[src/rtl/lock_pkg.sv]
// Shared types and constants for the keypad lock.
package lock_pkg;
  localparam int DIGIT_W = 4;
  localparam int COUNT_W = 4;
  localparam logic [DIGIT_W-1:0] MAX_DIGIT = 4'd9;

  typedef enum logic [1:0] {
    ST_LOCKED,
    ST_CHECK,
    ST_OPEN,
    ST_LOCKOUT
  } lock_state_t;
endpackage

[src/rtl/lock_entry_buffer.sv]
// Keypad digit shift register and digit counter; first digit ends up in the MS nibble.
// Clear has priority over accept; both take effect on the next clock.
module lock_entry_buffer
  import lock_pkg::*;
#(
  parameter int CODE_LEN = 4
) (
  input  logic                        clk,
  input  logic                        reset,
  input  logic                        accept,
  input  logic                        clear,
  input  logic [DIGIT_W-1:0]          digit,
  output logic [DIGIT_W*CODE_LEN-1:0] entry,
  output logic [COUNT_W-1:0]          count,
  output logic                        full
);
  localparam int EW = DIGIT_W * CODE_LEN;

  logic [EW-1:0]      entry_q, entry_d;
  logic [COUNT_W-1:0] count_q, count_d;

  always_comb begin
    entry_d = entry_q;
    count_d = count_q;
    if (clear) begin
      entry_d = '0;
      count_d = '0;
    end else if (accept) begin
      entry_d = (entry_q << DIGIT_W) | EW'(digit);
      count_d = count_q + 1'b1;
    end
  end

  always_ff @(posedge clk or posedge reset) begin
    if (reset) begin
      entry_q <= '0;
      count_q <= '0;
    end else begin
      entry_q <= entry_d;
      count_q <= count_d;
    end
  end

  assign entry = entry_q;
  assign count = count_q;
  assign full  = (count_q == COUNT_W'(CODE_LEN));
endmodule

[src/rtl/lock_controller.sv]
// Keypad lock sequencer: code entry, try counting, lockout via external rate_divider timer.
// All outputs registered. Optional LOCK_AUTO_RELOCK_EN reuses the timer to re-lock after opening.
module lock_controller
  import lock_pkg::*;
#(
  parameter int                        CODE_LEN  = 4,
  parameter int                        MAX_TRIES = 3,
  parameter logic [DIGIT_W*CODE_LEN-1:0] SECRET  = 16'h1234
) (
  input  logic                           clk,
  input  logic                           reset,
  input  logic                           key_valid,
  input  logic [DIGIT_W-1:0]             key_digit,
  input  logic                           key_clear,
  input  logic                           lock_cmd,
  input  logic                           end_sleep,
  output logic                           sleep,
  output logic                           unlocked,
  output logic                           lockout,
  output logic                           fail_pulse,
  output logic [$clog2(MAX_TRIES+1)-1:0] tries_left,
  output logic [COUNT_W-1:0]             digit_count
);
  localparam int TW = $clog2(MAX_TRIES + 1);

  lock_state_t state_q, state_d;
  logic [TW-1:0] tries_q, tries_d;
  logic sleep_q, sleep_d, unlocked_q, unlocked_d;
  logic lockout_q, lockout_d, fail_q, fail_d;

  logic                        accept, clear, full, match, timer_done;
  logic [DIGIT_W*CODE_LEN-1:0] entry;
  logic [COUNT_W-1:0]          count;

  assign accept = (state_q == ST_LOCKED) && key_valid && !key_clear && (key_digit <= MAX_DIGIT);
  assign clear  = ((state_q == ST_LOCKED) && key_clear) || (state_q == ST_CHECK);
  assign match  = full && (entry == SECRET);
  // A held-over end_sleep from the previous run is only honoured while we drive sleep.
  assign timer_done = end_sleep && sleep_q;

  lock_entry_buffer #(.CODE_LEN(CODE_LEN)) u_entry (
    .clk    (clk),
    .reset  (reset),
    .accept (accept),
    .clear  (clear),
    .digit  (key_digit),
    .entry  (entry),
    .count  (count),
    .full   (full)
  );

  always_ff @(posedge clk or posedge reset) begin
    if (reset) begin
      state_q    <= ST_LOCKED;
      tries_q    <= TW'(MAX_TRIES);
      sleep_q    <= 1'b0;
      unlocked_q <= 1'b0;
      lockout_q  <= 1'b0;
      fail_q     <= 1'b0;
    end else begin
      state_q    <= state_d;
      tries_q    <= tries_d;
      sleep_q    <= sleep_d;
      unlocked_q <= unlocked_d;
      lockout_q  <= lockout_d;
      fail_q     <= fail_d;
    end
  end

  always_comb begin
    state_d = state_q;
    case (state_q)
      ST_LOCKED: begin
        if (accept && (count == COUNT_W'(CODE_LEN - 1))) state_d = ST_CHECK;
      end
      ST_CHECK: begin
        if (match)                  state_d = ST_OPEN;
        else if (tries_q == TW'(1)) state_d = ST_LOCKOUT;
        else                        state_d = ST_LOCKED;
      end
      ST_OPEN: begin
`ifdef LOCK_AUTO_RELOCK_EN
        if (lock_cmd || timer_done) state_d = ST_LOCKED;
`else
        if (lock_cmd) state_d = ST_LOCKED;
`endif
      end
      ST_LOCKOUT: begin
        if (timer_done) state_d = ST_LOCKED;
      end
      default: state_d = ST_LOCKED;
    endcase
  end

  always_comb begin
    unlocked_d = (state_d == ST_OPEN);
    lockout_d  = (state_d == ST_LOCKOUT);
`ifdef LOCK_AUTO_RELOCK_EN
    sleep_d    = lockout_d || unlocked_d;
`else
    sleep_d    = lockout_d;
`endif
    fail_d     = (state_q == ST_CHECK) && !match;
    tries_d    = tries_q;
    if (state_q == ST_CHECK) begin
      tries_d = match ? TW'(MAX_TRIES) : (tries_q - 1'b1);
    end else if ((state_q == ST_LOCKOUT) && timer_done) begin
      tries_d = TW'(MAX_TRIES);
    end
  end

  assign sleep       = sleep_q;
  assign unlocked    = unlocked_q;
  assign lockout     = lockout_q;
  assign fail_pulse  = fail_q;
  assign tries_left  = tries_q;
  assign digit_count = count;
endmodule
[config.mk]
export PLATFORM = sky130hd
export DESIGN_NAME = lock_controller
export DESIGN_NICKNAME = d
export VERILOG_FILES = /design/src/rtl/lock_pkg.sv /design/src/rtl/lock_entry_buffer.sv /design/src/rtl/lock_controller.sv
export SDC_FILE = /design/constraint.sdc
export NUM_CORES = 1
export LEC_CHECK = 0
export ABC_AREA = 1
export CAP_MARGIN = 40
export CORE_MARGIN = 2
export CORE_UTILIZATION = 52
export DETAILED_ROUTE_END_ITERATION = 7
export GPL_TIMING_DRIVEN = 0
export PLACE_DENSITY = 0.77
export SLEW_MARGIN = 5
export SYNTH_ARGS = -nofsm -noshare
export SYNTH_HDL_FRONTEND = slang
export SYNTH_SLANG_ARGS = --single-unit
[constraint.sdc]
create_clock -name clk -period 1.73 [get_ports clk]
set_clock_uncertainty 0.05 [all_clocks]
set_input_delay 0.2595 -clock clk [delete_from_list [all_inputs] [get_ports clk]]
set_output_delay 0.2595 -clock clk [all_outputs]
set_load 0.01 [all_outputs]
==> metrics.md, run 1 <==
| Metric | Value |
|---|---|
| Largest net degree at the start of global routing | 17 |
| WS Path Type | flip-flop to output pin |
| Unique masters post-synth | 24 |
| Input/output buffers | 19 |
| Cells after Synth | approximately 150 |
| Crit-path max FO | 3 |
| Vias in the first global route | 1026 |
| Worst R2R Path Depth | 7 |
| Worst-Skew Late Latency | approximately 0.32 ns |
| Filler Cells Inserted | a little over 200 |
| Placed Area | 0.001536 mm^2 |
| Area of the multi-input gates | 481.7 um^2 |
| Ports | 20 |
| Share of cells above drive strength 1 | 11.18% |
| Initial detailed-routing violation count | 11 |
| Most frequent cells in the layout | 25 x dfrtp_1, 23 x nand3_1, 20 x inv_1, 18 x nand2_1, 17 x clkdlybuf4s50_1 |
| H-tree depth | 1 |
| Power Dens Cells | approximately 690 mW/mm^2 |
| Synth top area share | between 40% and 50% |
| Worst reg-to-reg setup slack | between 0.2 and 0.25 ns |
| Synth area leaders | dfrtp_1 48%, nand3_1 8.9%, inv_1 5.8% |
| Root buffer cell | clkbuf_4 |
| GRT Total Usage | between 20% and 30% |
| Postcts setup bufs | 0 |
| Yosys warning count | 0 |
| Crit path DAT | roughly 1.4 ns |
| Power Total | ~1.1 mW |
| Initial Util | a little over half |
| Synth area leader | dfrtp_1 |
| Sequential element share of the synthesized area | between 50% and 60% |
| Cell area after layout | 0.001564 mm^2 |
| RSZ-0062 raised after global routing | false |
| Period minus WS final | between 1.5 and 2 ns |
| Critical Path Start | lockout$_DFF_PP0_ |
| Initial antenna violation count | 0 |
| Cell family with most CP delay | buffers and inverters |
| Crit Reg-Reg Startpoint | u_entry.count[0]$_DFFE_PP0P_ |
| Die area | between 0.002 and 0.003 mm^2 |
| Die H | roughly 54 um |
| Final Hold Viols | 0 |
| Final nets | about 180 |
| Total wire length | approximately 2400 um |
| Syn_nets | about 160 |
| Hold_ws | 0.2154 ns |
| DRC violations left | 0 |
| Total negative slack | 0 ns |
| GPL Wtd Cong | about 0.73 |
| Drt first pass iters | 4 |
| Routed vias/inst | between 5 and 6 |
| CP max-delay cell | clkdlybuf4s50_1 |
| Via count | ~1000 |
| CP required | 1.42 ns |
| Register bit total from synthesis | 27 |
| ANT cells | 0 |
| Critical path startpoint category | flip-flop |
| Clock buffer depth | 2 |
| Status | finished, final reports clean |
| Most common cell after layout, fill and taps aside | dfrtp_1 |
| CTS Hold Bufs | 0 |
| TritonCTS buffer count | 3 |
| Max-slew headroom | between 60% and 70% |
| Max_cap viols | 0 |
| Worst-Margin Slew | around 0.57 ns |
| Avg Cell Area, Syn | 8.861 um^2 |
| Routed Antenna Nets | 0 |
| CP peak stage delay | roughly 0.52 ns |
| WP depth | 2 |
| Buf+Inv Stages, Crit Path | 2 |
| FF/Latch Area | 678.2 um^2 |
| Die W | between 50 and 60 um |
| Routed wire per std cell | around 12 um |
| Synth-to-layout area growth | 20.89% |
| Peak VDD IR | 701.2 uV |
| Global-route wire length before repair | 4222 um |
| Worst Setup End Kind | output pin |
| Clock-pin slew on the worst setup and hold paths | approximately 0.14 ns |
| CTS tree | yes |
| Final setup fails | 0 |
| Fin cells | 200 |
| Std cell rows | 18 |
| Fmax | approximately 600 MHz |
| Period utilization | 96.27% |
| Cell Area, Synth | around 0.0013 mm^2 |
| Fin. max-slew vios | 0 |
| CTS Sinks | 27 |
| Grt total ovfl | 0 |
| Pleak | 0.7224 nW |
| Critical-path cell list | buf_4 -> clkdlybuf4s50_1 |
| Worst Hold Class | input port to asynchronous set/reset pin |
| Inst Count DP | around 200 |
| Total core area | 0.002410 mm^2 |
| HPWL after DPL | approximately 1900 um |
## worst paths after layout
path	endpoint
max	sleep
min	state_q[1]$_DFF_PP0_
max reg2reg	unlocked$_DFF_PP0_
min reg2reg	u_entry.entry[12]$_DFFE_PP0P_
max in group asynchronous	u_entry.entry[8]$_DFFE_PP0P_
min in group clk	u_entry.entry[0]$_DFFE_PP0P_
## cells in the mapped netlist
master	number
nand3b_1	1
and3_1	1
nor2_1	14
nor2_2	1
nand4_1	1
dfstp_2	2
buf_6	3
nor3b_1	1
inv_1	20
o31ai_2	1
nand3_1	23
ha_1	3
o21ai_0	8
a21oi_1	3
nand4_4	1
nor2_4	1
mux2i_1	1
dfrtp_1	25
buf_4	1
o21ai_1	12
nor3_1	1
inv_2	2
buf_2	2
nand2_1	18
## cells by family (layout without fill, tap and decap cells)
| logic type | Yosys count | count (layout) | share of synthesized area (%) |
|---|---|---|---|
| AND/OR/NAND/NOR | 63 | 63 | 23.69 |
| AO/OA/AOI/OAI | 24 | 24 | 9.864 |
| flip-flops | 27 | 27 | 52.42 |
| buffers and inverters | 28 | 52 | 10.35 |
| multiplexers | 1 | 1 | 0.7737 |
| adder cells (fa/ha/maj) | 3 | 3 | 2.902 |
## registers in the layout, indices dropped and copies added, names as in the netlist
name and count:
fail_pulse 1, lockout 1, state_q 2, tries_left 2, u_entry.count 4, u_entry.entry 16, unlocked 1
## report_power, final
part           internal (mW)  switching [mW]  total [mW]
Clock                 0.0884           0.185       0.274
Sequential             0.654          0.0140       0.668
Combinational         0.0663          0.0781       0.144
Total                  0.808           0.277        1.09
## per-stage QoR
| stage | setup slack, ns | utilization, % |
|---|---|---|
| 2_1_floorplan | 0.3592 | - |
| 3_3_place_gp | 0.09755 | 63.14 |
| 3_5_place_dp | 0.08544 | 63.76 |
| 4_1_cts | 0.05233 | 64.90 |
| 5_1_grt | 0.007639 | 64.90 |
| 6_report | 0.06460 | 64.90 |
## per-layer routing
metal	vias to the layer above	track usage (%)	wire, um
met5	-	0	0
met4	0	11.97	49
met3	5	2.778	62
met2	17	36.38	1295
met1	492	24.64	1032
li1	519	-	-
## what timing repair did
item,CTS,global route
endpoints found under the hold margin,0,0
gates resized for setup,2,0
endpoints found under the setup margin,2,0
## area by class of cell
type,instances,area share [%]
Sequential cell,27,43.36
Multi-Input combinational cell,91,30.80
Timing Repair Buffer,20,12.96
Inverter,22,5.280
Buffer,6,3.280
Tap cell,30,2.400
Clock buffer,3,1.440
Clock inverter,1,0.4800
Power figures use the tool's default switching activity.
==> inputs of run 2 (changes only) <==
CTS_BUF_LIST = sky130_fd_sc_hd__clkbuf_4 sky130_fd_sc_hd__clkbuf_8 sky130_fd_sc_hd__clkbuf_16   (was not set)
==> results of run 2 <==
Same layout as run 1: the final DEF is identical, and so are final timing and power.
==> inputs of run 3 (changes only) <==
ABC_AREA = not set   (was 1)
TNS_END_PERCENT = 30   (was not set)
==> run 3 against run 2 <==
  * Combinational power down 12%
  * Design area up 4.1%
  * Wire length up 7.6%
  * Largest cell class unchanged
  * Synthesized cell count down 8.9%
  * Synthesized area about the same
  * Clock power up 2%
  * Non-clock buffer count up 5
  * Sequential power down 3%
==> metrics.md, run 3 <==
| Metric | Value |
|---|---|
| Core occupancy in the finished layout | 67.55% (+2.6 points) |
| Std cell rows | 18 (unchanged) |
| TritonCTS buffer count | 3 (unchanged) |
| Synth-to-layout area growth | 25.70% |
| Largest net degree at the start of global routing | 18 (+1) |
| Most frequent cells in the layout | 25 x dfrtp_1, 19 x nand3_1, 18 x nand2_1, 17 x a21oi_1, 16 x clkdlybuf4s50_1 |
| Input/output buffers | 19 (unchanged) |
| Pleak | 0.7309 nW (+1.2%) |
| Inst Count DP | 183 (-6.6%) |
| Routed vias/inst | 5.453 (+5.6%) |
| Status | finished, final reports clean |
| CTS Sinks | 27 (unchanged) |
| Max-slew headroom | 67.30% (+5.3 points) |
| Final Hold Viols | 0 (unchanged) |
| Critical path startpoint category | flip-flop |
| Worst-Margin Slew | 0.4900 ns (-0.07983 ns) |
| Via count | 1036 (+0.29%) |
| Period utilization | 98.06% (+1.8 points) |
| Number of enable flip-flop cells after synthesis | 0 (unchanged) |
| Period minus WS final | 1.696 ns (+0.03097 ns) |
| Unique masters post-synth | 36 (+50%) |
| Worst Hold Class | input port to asynchronous set/reset pin |
| Total wire length | 2626 um (+7.6%) |
| Yosys warning count | 0 (unchanged) |
| Power Dens Cells | 648.6 mW/mm^2 (-6.6%) |
| Synth top area share | 48.31% (about the same) |
| Initial detailed-routing violation count | 19 (+8) |
| Crit-path max FO | 4 (+1) |
| GRT Total Usage | 21.68% (+0.74 points) |
| Post-synth top cells | 25 x dfrtp_1, 19 x nand3_1, 18 x nand2_1 |
| Total negative slack | 0 ns (unchanged) |
| Synth area leader | dfrtp_1 |
| Clock buffer depth | 2 (unchanged) |
| Grt total ovfl | 0 (unchanged) |
| Crit path DAT | 1.88 ns (+0.52 ns) |
| Power Total | 1.056 mW (-2.8%) |
| DRC violations left | 0 (unchanged) |
| Drt first pass iters | 5 (+1) |
| Sequential element share of the synthesized area | 52.37% (about the same) |
| Final setup fails | 0 (unchanged) |
| Cell area after layout | 0.001628 mm^2 (+4.1%) |
| Pre-CTS WS | -0.1476 ns (-0.2331 ns) |
| ANT cells | 0 (unchanged) |
| Vias in the first global route | 980 (-4.5%) |
| Ports | 20 (unchanged) |
| Die area | 0.002906 mm^2 (about the same) |
| CTS tree | yes |
| Cells after Synth | 133 (-8.9%) |
| Final setup margin | 0.03363 ns (-0.03097 ns) |
| GPL Wtd Cong | 0.8065 (+11%) |
| Total core area | 0.002410 mm^2 (unchanged) |
| Critical-path cell list | inv_2 -> ha_1 -> nor4b_4 -> a211oi_2 -> a311o_1 -> o21bai_1 |
| CP max-delay cell | dfrtp_1 |
| Peak VDD IR | 566.2 uV (-19%) |
| Initial Util | 53.74% (about the same) |
| CP peak stage delay | 0.44 ns (-0.08 ns) |
| Filler Cells Inserted | 198 (-3.9%) |
| Most common cell in the netlist | dfrtp_1 |
| Hold_ws | 0.1686 ns (-0.04680 ns) |
| Fin. max-slew vios | 0 (unchanged) |
| WS Path Type | flip-flop to flip-flop |
| Die H | 53.91 um (about the same) |
| CP required | 1.91 ns (+0.49 ns) |
| RSZ-0062 raised after global routing | true |
| CTS Hold Bufs | 0 (unchanged) |
| Synth area leaders | dfrtp_1 48%, nand3_1 7.3%, a21oi_1 6.6% |
| Worst-Skew Late Latency | 0.34 ns (+0.02 ns) |
| Cell Area, Synth | 0.001295 mm^2 (about the same) |
| Share of cells above drive strength 1 | 16.88% (+5.7 points) |
| Routed Antenna Nets | 0 (unchanged) |
| Syn_nets | 146 (-8.2%) |
| Root buffer cell | clkbuf_4 |
| Avg Cell Area, Syn | 9.737 um^2 (+9.9%) |
| Initial antenna violation count | 0 (unchanged) |
| Routed wire per std cell | 13.82 um (+13%) |
| Die W | 53.91 um (about the same) |
| Fin cells | 190 (-5.0%) |
| Register bit total from synthesis | 27 (unchanged) |
| Max_cap viols | 0 (unchanged) |
| H-tree depth | 1 (unchanged) |
| Most common cell after layout, fill and taps aside | dfrtp_1 |
| Worst Setup End Kind | flip-flop |
| Largest register FFs | 16 (unchanged) |
| Asr flop ratio synth | 100.0% (unchanged) |
| Fmax | 589.5 MHz (-1.8%) |
| Clock-pin slew on the worst setup and hold paths | 0.15 ns (about the same) |
| Final nets | 174 (-5.4%) |
| Placed Area | 0.001550 mm^2 (+0.90%) |
| Global-route wire length before repair | 4436 um (+5.1%) |
| HPWL after DPL | 2011 um (+5.0%) |
| Primary FF master, synth | dfrtp_1 |
-- run 3: cell count changes after synthesis, sizes merged, moves of 2 or more --
cell,before,now
a21oi,3,17
clkbuf,0,3
inv,22,6
nand3,23,19
nor2,16,7
nor2b,0,2
nor4b,0,4
o21ai,20,3
xor2,0,2
-- run 3: final cells by class --
| cell class | count | area [um^2] | area share [%] |
|---|---|---|---|
| sequential | 27 | 678.2 | 41.66 |
| multi-input combinational | 92 | 573.1 | 35.20 |
| timing repair buffer | 24 | 242.7 | 14.91 |
| buffer | 7 | 43.79 | 2.690 |
| tap | 30 | 37.54 | 2.306 |
| clock buffer | 3 | 22.52 | 1.384 |
| inverter | 6 | 22.52 | 1.384 |
| clock inverter | 1 | 7.507 | 0.4612 |
-- run 3: critical path, delay by kind of cell, from the launching register on --
family | cells | cell delay (ns)
flops | 1 | 0.44
fa+ha+maj | 1 | 0.16
simple gates | 1 | 0.24
compound gates | 3 | 0.63
buf+inv | 1 | 0.07
-- run 3: kinds of logic (layout without fill, tap and decap cells) --
logic type                 Yosys count  count (layout)  synth area share, %
DFF                                 27              27                52.37
AOI/OAI and AO/OA                   27              27                12.17
xor gates and xnor gates             3               3                2.029
and+or+nand+nor                     58              58                24.25
muxes                                1               1               0.8695
adders and majority gates            3               3                2.899
buffers and inverters               14              41                5.410
-- run 3: layer usage --
layer | vias to the layer above | track usage [%] | wire (um)
met2 | 29 | 36.99 | 1364
met3 | 5 | 2.500 | 104
met4 | 0 | 8.974 | 44
met5 | - | 0 | 0
met1 | 493 | 27.80 | 1112
li1 | 509 | - | -
-- run 3: path summary, 6_finish.rpt --
kind                                            endpoint                     startpoint  slack, ns  cells past startpoint
setup / recovery                    state_q[0]$_DFF_PP0_   u_entry.count[0]$_DFFE_PP0P_       0.03                      6
hold / removal                      fail_pulse$_DFF_PP0_                          reset       0.17                      2
setup reg to reg                    state_q[0]$_DFF_PP0_   u_entry.count[0]$_DFFE_PP0P_       0.03                      6
hold reg to reg            u_entry.entry[13]$_DFFE_PP0P_  u_entry.entry[13]$_DFFE_PP0P_       0.51                      2
max in group asynchronous   u_entry.count[1]$_DFFE_PP0P_                          reset       1.01                      3
min in group clk            u_entry.entry[0]$_DFFE_PP0P_                   key_digit[0]       0.41                      3
-- run 3: repair_timing --
action	4_1_cts	5_1_grt
pin swaps	0	2
setup buffers	2	2
gates resized for setup	4	4
endpoints found under the setup margin	7	10
-- run 3: power by group --
part	leakage, nW	internal (mW)	switching (mW)
logic	0.349	0.0606	0.0662
registers	0.368	0.641	0.00797
clock network	0.0139	0.0888	0.191
total	0.731	0.790	0.265
